<file path="config.mk">
export PLATFORM = sky130hd
export DESIGN_NAME = dm_arbiter
export DESIGN_NICKNAME = d
export VERILOG_FILES = /design/src/rtl/dm_arbiter_pkg.sv /design/src/rtl/dm_lane_gen.sv /design/src/rtl/dm_arbiter.sv
export SDC_FILE = /design/constraint.sdc
export NUM_CORES = 1
export LEC_CHECK = 0
export CORE_ASPECT_RATIO = 1.5
export CORE_UTILIZATION = 33
export CTS_BUF_LIST = sky130_fd_sc_hd__clkbuf_4 sky130_fd_sc_hd__clkbuf_8
export DETAILED_ROUTE_END_ITERATION = 10
export PLACE_DENSITY = 0.79
export SYNTH_ARGS = -nofsm -noshare
export SYNTH_HDL_FRONTEND = slang
export SYNTH_SLANG_ARGS = --single-unit
</file>
<file path="constraint.sdc">
create_clock -name clk -period 2.2 [get_ports clk]
set_clock_uncertainty 0.15 [all_clocks]
set_input_delay 0.44 -clock clk [delete_from_list [all_inputs] [get_ports clk]]
set_output_delay 0.44 -clock clk [all_outputs]
set_load 0.02 [all_outputs]
</file>
<file path="src/rtl/dm_arbiter_pkg.sv">
// ---- dm_arbiter_pkg : shared encodings for the data-memory arbiter ---- Rev 1.0
`default_nettype none

package dm_arbiter_pkg;

  localparam logic [2:0] OP_W = 3'b000;
  localparam logic [2:0] OP_B = 3'b001;
  localparam logic [2:0] OP_H = 3'b010;

  typedef enum logic [1:0] {
    ST_IDLE  = 2'd0,
    ST_ISSUE = 2'd1,
    ST_RESP  = 2'd2
  } state_t;

  typedef enum logic {
    REQ_CPU = 1'b0,
    REQ_EXT = 1'b1
  } req_id_t;

  function automatic logic op_legal(input logic [2:0] op);
    return (op == OP_W) || (op == OP_B) || (op == OP_H);
  endfunction

endpackage

`default_nettype wire

</file>
<file path="src/rtl/dm_lane_gen.sv">
// ---- dm_lane_gen : byte-lane enables and lane-replicated store data ---- Rev 1.0
`default_nettype none

module dm_lane_gen
  import dm_arbiter_pkg::*;
(
  input  logic [2:0]  op,
  input  logic [1:0]  addr_lo,
  input  logic [31:0] wdata,
  output logic [3:0]  be,
  output logic [31:0] lane_wdata,
  output logic        misalign
);

  always_comb begin
    be         = 4'b0000;
    lane_wdata = wdata;
    misalign   = 1'b0;
    case (op)
      OP_W: begin
        be       = 4'b1111;
        misalign = (addr_lo != 2'b00);
      end
      OP_H: begin
        be         = addr_lo[1] ? 4'b1100 : 4'b0011;
        lane_wdata = {2{wdata[15:0]}};
        misalign   = addr_lo[0];
      end
      OP_B: begin
        be         = 4'b0001 << addr_lo;
        lane_wdata = {4{wdata[7:0]}};
      end
      default: begin
        be = 4'b0000;
      end
    endcase
  end

endmodule

`default_nettype wire

</file>
<file path="src/rtl/dm_arbiter.sv">
// ---- dm_arbiter : round-robin cpu/ext sharing of a single-port data memory ---- Rev 1.0
`default_nettype none

module dm_arbiter
  import dm_arbiter_pkg::*;
#(
  parameter int DEPTH  = 3072,
  parameter int ADDR_W = 12
) (
  input  logic              clk,
  input  logic              reset,
  input  logic              cpu_req,
  input  logic              cpu_we,
  input  logic [2:0]        cpu_op,
  input  logic [31:0]       cpu_addr,
  input  logic [31:0]       cpu_wdata,
  output logic              cpu_ack,
  output logic              cpu_err,
  output logic [31:0]       cpu_rdata,
  output logic              cpu_stall,
  input  logic              ext_req,
  input  logic              ext_we,
  input  logic [31:0]       ext_addr,
  input  logic [31:0]       ext_wdata,
  output logic              ext_ack,
  output logic              ext_err,
  output logic [31:0]       ext_rdata,
  output logic              mem_en,
  output logic              mem_we,
  output logic [ADDR_W-1:0] mem_addr,
  output logic [3:0]        mem_be,
  output logic [31:0]       mem_wdata,
  input  logic [31:0]       mem_rdata
);

  localparam logic [29:0] DEPTH_LIM = 30'(DEPTH);

  state_t            state, state_nxt;
  req_id_t           last_grant, grant_id;
  logic              any_req;
  logic              sel_we;
  logic [2:0]        sel_op;
  logic [31:0]       sel_addr, sel_wdata;
  logic [3:0]        gen_be;
  logic [31:0]       gen_wdata;
  logic              gen_misalign;
  logic              sel_err;

  req_id_t           hold_id;
  logic              hold_we, hold_err;
  logic [ADDR_W-1:0] hold_idx;
  logic [3:0]        hold_be;
  logic [31:0]       hold_wdata;
  logic [31:0]       cpu_rdata_q, ext_rdata_q, resp_data;

  // Round-robin: on a tie the requester not served last wins.
  always_comb begin
    any_req  = cpu_req | ext_req;
    grant_id = REQ_CPU;
    if (cpu_req && ext_req)
      grant_id = (last_grant == REQ_EXT) ? REQ_CPU : REQ_EXT;
    else if (ext_req)
      grant_id = REQ_EXT;

    sel_we    = cpu_we;
    sel_op    = cpu_op;
    sel_addr  = cpu_addr;
    sel_wdata = cpu_wdata;
    if (grant_id == REQ_EXT) begin
      sel_we    = ext_we;
      sel_op    = OP_W;
      sel_addr  = ext_addr;
      sel_wdata = ext_wdata;
    end
    sel_err = gen_misalign | ~op_legal(sel_op) | (sel_addr[31:2] >= DEPTH_LIM);
  end

  dm_lane_gen u_lane_gen (
    .op         (sel_op),
    .addr_lo    (sel_addr[1:0]),
    .wdata      (sel_wdata),
    .be         (gen_be),
    .lane_wdata (gen_wdata),
    .misalign   (gen_misalign)
  );

  always_ff @(posedge clk or negedge reset) begin
    if (!reset) state <= ST_IDLE;
    else        state <= state_nxt;
  end

  always_comb begin
    state_nxt = state;
    case (state)
      ST_IDLE:  if (any_req) state_nxt = ST_ISSUE;
      ST_ISSUE: state_nxt = ST_RESP;
      ST_RESP:  state_nxt = ST_IDLE;
      default:  state_nxt = ST_IDLE;
    endcase
  end

  // Memory strobes decode from state, so asserting reset kills any write at once.
  always_comb begin
    mem_en    = (state == ST_ISSUE) && !hold_err;
    mem_we    = mem_en && hold_we;
    mem_addr  = mem_en ? hold_idx   : '0;
    mem_be    = mem_en ? hold_be    : 4'b0000;
    mem_wdata = mem_en ? hold_wdata : 32'h0;

    resp_data = hold_err ? 32'h0 : mem_rdata;
    cpu_ack   = (state == ST_RESP) && (hold_id == REQ_CPU);
    ext_ack   = (state == ST_RESP) && (hold_id == REQ_EXT);
    cpu_err   = cpu_ack && hold_err;
    ext_err   = ext_ack && hold_err;
    cpu_rdata = cpu_ack ? resp_data : cpu_rdata_q;
    ext_rdata = ext_ack ? resp_data : ext_rdata_q;
    cpu_stall = cpu_req && !cpu_ack;
  end

  always_ff @(posedge clk or negedge reset) begin
    if (!reset) begin
      last_grant  <= REQ_EXT;
      hold_id     <= REQ_CPU;
      hold_we     <= 1'b0;
      hold_err    <= 1'b0;
      hold_idx    <= '0;
      hold_be     <= 4'b0000;
      hold_wdata  <= 32'h0;
      cpu_rdata_q <= 32'h0;
      ext_rdata_q <= 32'h0;
    end else begin
      if (state == ST_IDLE && any_req) begin
        last_grant <= grant_id;
        hold_id    <= grant_id;
        hold_we    <= sel_we;
        hold_err   <= sel_err;
        hold_idx   <= sel_addr[ADDR_W+1:2];
        hold_be    <= sel_we ? gen_be : 4'b1111;
        hold_wdata <= gen_wdata;
      end
      if (cpu_ack) cpu_rdata_q <= resp_data;
      if (ext_ack) ext_rdata_q <= resp_data;
    end
  end

endmodule

`default_nettype wire

</file>
==> results.toml, run 1 <==
[place]
detailedPlace.worstSlack_ns = -0.459
place_area_um2 = 9230
placed_cells = 1136
place.gp.congestion = 0.872
port_buffers = 287
hpwlAfterDp_um = 15000

[grt]
antenna_found_initial = 0
grt_max_degree = 62
grt_pass1_vias = 6856
grt.total_usage = 0.296
grt.overflow.total = 0
grt_pass1_wl_um = 37900

[detailed_routing]
drt-vias-per-instance = 5.52
first_pass_iters = 6
drcViolationCount = 0
wl_per_cell_um = 23.3
ant_nets = 0
wirelength_um = 29200
vias = 6895
drtIter0Drc = 421

[timing]
tightest_slew_ns = 0.360
rsz0062_at_grt = "yes"
drv_slew = 0
finalCritPeriodShare = 1.22
hold_viol = 0
fmax_mhz = 372
fin_ws_ns = -0.490
setup_tns_ns = -33.12
period_needed_ns = 2.69
relSlewSlack = 0.753
holdWs_ns = 0.271
finalSetupViolations = 119

[power_and_ir_drop]
p_int_mw = 8.12
p_leak_nw = 5.41
p_per_area_nw_per_um2 = 1080
vdd_drop_max_mv = 0.766
clkPwrFrac = 0.162
p_seq_frac = 0.267
share_comb_of_total_power = 0.571
p_switching_mw = 5.14
sw_frac_of_total = 0.387

[critical_path]
critPathKind = "flip-flop to primary output"
critPathCaptureType = "primary output"
slowest_delay_ns = 0.45
critical_path.cell_chain = "or3b_4, buf_6, buf_16, buf_6, nand2_4, o21ai_4, buf_6"
arrival_ns = 2.10
worst_path_most_repeated_cell = "buf_6"
path_max_fanout = 8
start_kind = "flip-flop"
crit_path_top_delay_cell = "or3b_4"
required_ns = 1.61

[hold_path]
hp-class = "primary input to asynchronous set/reset pin"

[clock_network]
cts_htree_levels = 4
cts_buffers = 17
clk_latency_ns = 0.45
cts_buffer_depth = 2
cts_root_buf = "clkbuf_8"
numClockSinks = 118
cts_tree = "yes"
cts.clk_slew.worst_paths_ns = 0.08

[die]
initial_core_util = 0.342
dieArea_um2 = 17400
die_w_um = 108
core_um2 = 16300
rows = 57
die_h_um = 161
ios = 288

[synth]
seq_area_frac_synth = 0.529
synth_top_area_cell = "dfrtp_1"
synthTopCellsByArea = "dfrtp_1, nand2_1, o21ai_0, and3_1, mux2i_1"
syn_avg_cell_area_um2 = 9.03
synth_ff_type = "dfrtp_1"
yosysWarnings = 0
synthCells = 618
async_flop_share = 1.00
synth_cell_type_count = 39
ys_ff_latch = 118
synth_top_area_frac = 0.525
synth_edf_count = 0
syn-cell-area_um2 = 5580
syn-num-nets = 787

[cells_and_area]
diodes = 0
area_growth_syn_to_layout_pct = 119
drive_above_1_share = 0.482
final_cells = 1250
finalInstanceArea_um2 = 12200
nets = 1201

[run]
max_cap_violations = 0

[outcome]
violations = "negative setup slack"
status = "complete, but fails checks"
-- state kept, by name, summed over array words and instances (netlist names) --
name / cells
cpu_rdata_q: 32
ext_rdata_q: 32
hold_be: 4
hold_err: 1
hold_id: 1
hold_idx: 12
hold_wdata: 32
hold_we: 1
last_grant: 1
state: 2
-- power by group through the flow --
stage          clock network (mW)  logic, mW  registers [mW]
2_1_floorplan                   0       2.11            3.25
4_1_cts                      2.14       6.24            3.34
3_5_place_dp                    0       4.26            3.35
6_report                     2.15       7.57            3.54
5_1_grt                      2.27       7.88            3.60
3_3_place_gp                    0       4.17            3.30
-- worst paths after layout --
path	endpoint	depth (start not counted)	start	slack (ns)
min reg2reg	hold_wdata[22]$_DFFE_PN0P_	2	hold_wdata[22]$_DFFE_PN0P_	0.33
max in group asynchronous	ext_rdata_q[5]$_DFF_PN0_	3	reset	0.95
min	cpu_rdata_q[28]$_DFF_PN0_	2	reset	0.27
min in group clk	hold_wdata[22]$_DFFE_PN0P_	2	hold_wdata[22]$_DFFE_PN0P_	0.33
max	cpu_rdata[9]	7	state[0]$_DFFE_PN0P_	-0.49
max reg2reg	hold_be[2]$_DFFE_PN0P_	5	last_grant$_DFFE_PN1P_	0.18
-- final cells by class --
class,instances,area (µm²)
Fill cell,990,4100
Inverter,6,25.0
Clock inverter,9,125
Tap cell,206,258
Timing Repair Buffer,445,4910
Sequential cell,118,2950
Clock buffer,22,290
Multi-Input combinational cell,444,3670
-- synth_stat cells, types with 2 or more instances --
cell type / number
nand4_1: 2
o22a_1: 16
nand3b_1: 3
buf_1: 3
nor4_1: 7
a211oi_1: 2
nor2_1: 22
and3_1: 50
and2_1: 2
a31oi_1: 17
a221o_1: 8
buf_2: 11
nand2_1: 170
or4_1: 2
dfrtp_1: 117
mux2_2: 9
o21ai_0: 83
inv_1: 6
mux2i_1: 17
a21oi_1: 19
clkbuf_1: 34
-- per-stage QoR --
stage / utilization / power, mW
2_1_floorplan: - / 5.36
3_3_place_gp: 0.565 / 7.48
3_5_place_dp: 0.565 / 7.61
4_1_cts: 0.677 / 11.7
5_1_grt: 0.749 / 13.7
6_report: 0.749 / 13.3
-- timing repair --
action	in CTS	in global routing
pin swaps	26	49
gates resized for setup	845	341
setup endpoints to repair	119	119
setup buffers	33	36
hold buffers	1	0
gates cloned	17	3
endpoints found under the hold margin	18	0
-- cells by family after synthesis --
logic type                Yosys count  share of synthesized area
muxes                              26                     0.0487
xor gates and xnor gates            1                    0.00157
and+or+nand+nor                   263                      0.212
AOI/OAI and AO/OA                 154                      0.167
DFF                               118                      0.529
buffers and inverters              56                     0.0422
-- placed cells by master (no fill, tap or decap), types with 2 or more instances in the layout --
cell               n
buf_12            20
buf_8              6
nand2_2           17
nor2_1            20
buf_4             91
o21ai_2           14
clkinv_2           4
o21ai_0           19
o21ai_4           51
nand3b_1           3
buf_16            13
and3_4            44
bufinv_16          3
mux2i_1           17
a31oi_1           17
nand2_1          107
inv_2              2
inv_1              3
clkinvlp_4         2
clkbuf_16          3
or4_1              2
clkbuf_4           2
nor2_4             2
a211oi_1           2
nor4_1             7
nand2_4           46
a221o_1            8
o22a_1            16
mux2_2             9
a21oi_1           19
buf_6            144
and2_4             2
clkbuf_8          20
and3_1             6
clkdlybuf4s50_1  167
nand4_1            2
dfrtp_1          117
-- critical path: cells and delay by family (launching register included) --
| family | cells | cell delay [ns] |
|---|---|---|
| AO/OA/AOI/OAI | 1 | 0.09 |
| flip-flops | 1 | 0.41 |
| AND/OR/NAND/NOR | 2 | 0.55 |
| buffers and inverters | 4 | 0.59 |
-- routing by layer --
| metal | global-route usage | vias to the layer above | part of all wire |
|---|---|---|---|
| li1 | - | 2995 | - |
| met1 | 0.284 | 3337 | 0.32 |
| met2 | 0.558 | 427 | 0.54 |
| met3 | 0.0726 | 136 | 0.069 |
| met4 | 0.171 | 0 | 0.065 |
| met5 | 0 | - | 0 |
No activity file was read; power rests on OpenSTA's default activity.
==> run 2, diff against run 1 <==
--- a/config.mk
+++ b/config.mk
@@ -6,6 +6,7 @@
 export NUM_CORES = 1
 export LEC_CHECK = 0
 export CORE_ASPECT_RATIO = 1.5
+export CORE_MARGIN = 2
 export CORE_UTILIZATION = 33
 export CTS_BUF_LIST = sky130_fd_sc_hd__clkbuf_4 sky130_fd_sc_hd__clkbuf_8
 export DETAILED_ROUTE_END_ITERATION = 10
==> run 2 against run 1 <==
The run still ends with negative setup slack left. Clock-buffer cell count is the same. Core utilization shrank 11 points. Via count shrank 8.8%. Critical path type unchanged.
==> results.toml, run 2 (synthesized netlist as in run 1, its figures left out) <==
[outcome]
status = "complete, but fails checks"
violations = "negative setup slack"

[power_and_ir_drop]
share_comb_of_total_power = 0.518
p_seq_frac = 0.308
p_leak_nw = 4.95
sw_frac_of_total = 0.372
p_switching_mw = 4.08
p_int_mw = 6.88
p_per_area_nw_per_um2 = 1020
vdd_drop_max_mv = 0.606
clkPwrFrac = 0.174

[timing]
fin_ws_ns = -0.321
finalCritPeriodShare = 1.15
fmax_mhz = 397
relSlewSlack = 0.735
tightest_slew_ns = 0.396
drv_slew = 0
finalSetupViolations = 120
period_needed_ns = 2.52
rsz0062_at_grt = "yes"
hold_viol = 0

[critical_path]
reg2reg_depth = 13
start_kind = "flip-flop"
crit_cells = 6
crit_path_top_delay_cell = "or3b_4"
arrival_ns = 1.93
r2r_end = "cpu_rdata_q[21]$_DFF_PN0_"
ff2ff_setup_slack_ns = -0.24
critical_path.cell_chain = "or3b_4, buf_12, buf_8, nand2_4, o21ai_4, buf_6"
slowest_delay_ns = 0.50
crit_end = "cpu_rdata[16]"
critPathCaptureType = "primary output"
required_ns = 1.61
critPathKind = "flip-flop to primary output"
r2r_start = "state[0]$_DFFE_PN0P_"
cp-startpoint = "state[0]$_DFFE_PN0P_"
cp_top_family = "simple AND/OR/NAND/NOR gates"
path_buf_inv = 3
path_max_fanout = 8

[cells_and_area]
drive_above_1_share = 0.392
layout_commonest_cell = "clkdlybuf4s50_1"
area_growth_syn_to_layout_pct = 92.4
finalInstanceArea_um2 = 10700
regArea_um2 = 2950
reg_top3 = "cpu_rdata_q (32), ext_rdata_q (32), hold_wdata (32)"
nets = 1166
multiInputGateArea_um2 = 2960
diodes = 0
n_fill_cell = 1320
final_cell_mix = "clkdlybuf4s50_1, nand2_1, buf_4, dfrtp_1, buf_6"

[clock_network]
cts.clk_slew.worst_paths_ns = 0.07
cts_buffers = 17
cts_root_buf = "clkbuf_8"
clk_latency_ns = 0.44
cts_htree_levels = 4
cts_buffer_depth = 2
numClockSinks = 118
cts_tree = "yes"

[die]
die_h_um = 163
initial_core_util = 0.334
dieArea_um2 = 18000
core_um2 = 16700
rows = 58
ios = 288
die_w_um = 110

[grt]
antenna_found_initial = 0
grt_pass1_wl_um = 32900
grt_pass1_vias = 6367
grt.overflow.total = 0
grt_max_degree = 51
grt.total_usage = 0.244

[run]
max_cap_violations = 0

[detailed_routing]
vias = 6290
wirelength_um = 23100
wl_per_cell_um = 19.0
drt-vias-per-instance = 5.16
ant_nets = 0
drcViolationCount = 0
drtIter0Drc = 325
first_pass_iters = 7

[place]
hpwlAfterDp_um = 15000
place.gp.congestion = 0.842
place_area_um2 = 9230
detailedPlace.worstSlack_ns = -0.419
port_buffers = 287

[hold_path]
hp-class = "primary input to asynchronous set/reset pin"
==> run 2: area by class of cell <==
type                       instances  share of cell area
clock buffer                      22              0.0276
clock inverter                     8             0.00699
inverter                           6             0.00210
multi-input combinational        444               0.275
sequential                       118               0.275
tap                              210              0.0245
timing repair buffer             410               0.389
==> run 2: worst min-delay path by stage <==
stage,from,to,cells after the start
after floorplan,reset,cpu_rdata_q[0]$_DFF_PN0_,0
after global placement,reset,ext_rdata_q[27]$_DFF_PN0_,1
after detailed placement,reset,ext_rdata_q[27]$_DFF_PN0_,1
after CTS,reset,ext_rdata_q[27]$_DFF_PN0_,2
after global routing,reset,hold_wdata[6]$_DFFE_PN0P_,2
final,reset,hold_wdata[6]$_DFFE_PN0P_,2
==> run 2: timing repair <==
item / in CTS / in global routing
cloned: 7 / 7
hold buffers: 1 / 0
endpoints found under the hold margin: 24 / 0
pin swaps: 4 / 9
buffers inserted: 15 / 17
gates resized for setup: 690 / 229
setup endpoints to repair: 119 / 122
==> run 2: per-stage QoR <==
| step | utilization | TNS (ns) | std cells | power (mW) | hold slack, ns |
|---|---|---|---|---|---|
| after CTS | 0.606 | -28.03 | 1195 | 10.2 | 0.290 |
| final | 0.643 | -24.31 | 1218 | 11.0 | 0.315 |
| after detailed placement | 0.553 | -30.23 | 1142 | 7.58 | 0.242 |
| after global routing | 0.643 | -33.56 | 1218 | 11.6 | 0.335 |
| after floorplan | - | 0 | 618 | 5.36 | -0.00559 |
| after global placement | 0.553 | -27.14 | 1142 | 7.44 | 0.235 |
==> run 2: metal layers <==
layer / vias up / global-route usage / routed length [µm]
met5: - / 0 / 0
met4: 0 / 0.134 / 1130
met3: 71 / 0.0623 / 1630
met2: 288 / 0.430 / 12300
met1: 3006 / 0.259 / 8000
li1: 2925 / - / -
==> run 2: power by group through the flow <==
stage	Combinational (mW)	Sequential [mW]	Clock, mW
2_1_floorplan	2.11	3.25	0
3_3_place_gp	4.14	3.30	0
6_report	5.68	3.37	1.90
3_5_place_dp	4.23	3.35	0
4_1_cts	4.96	3.33	1.95
5_1_grt	6.08	3.46	2.02
==> run 3, diff against run 2 <==
--- a/config.mk
+++ b/config.mk
@@ -5,12 +5,14 @@
 export SDC_FILE = /design/constraint.sdc
 export NUM_CORES = 1
 export LEC_CHECK = 0
+export CAP_MARGIN = 10
 export CORE_ASPECT_RATIO = 1.5
 export CORE_MARGIN = 2
 export CORE_UTILIZATION = 33
 export CTS_BUF_LIST = sky130_fd_sc_hd__clkbuf_4 sky130_fd_sc_hd__clkbuf_8
 export DETAILED_ROUTE_END_ITERATION = 10
 export PLACE_DENSITY = 0.79
+export SLEW_MARGIN = 10
 export SYNTH_ARGS = -nofsm -noshare
 export SYNTH_HDL_FRONTEND = slang
 export SYNTH_SLANG_ARGS = --single-unit
==> results of run 3 <==
Same layout as run 2: the final DEF is identical, and so are final timing and power.
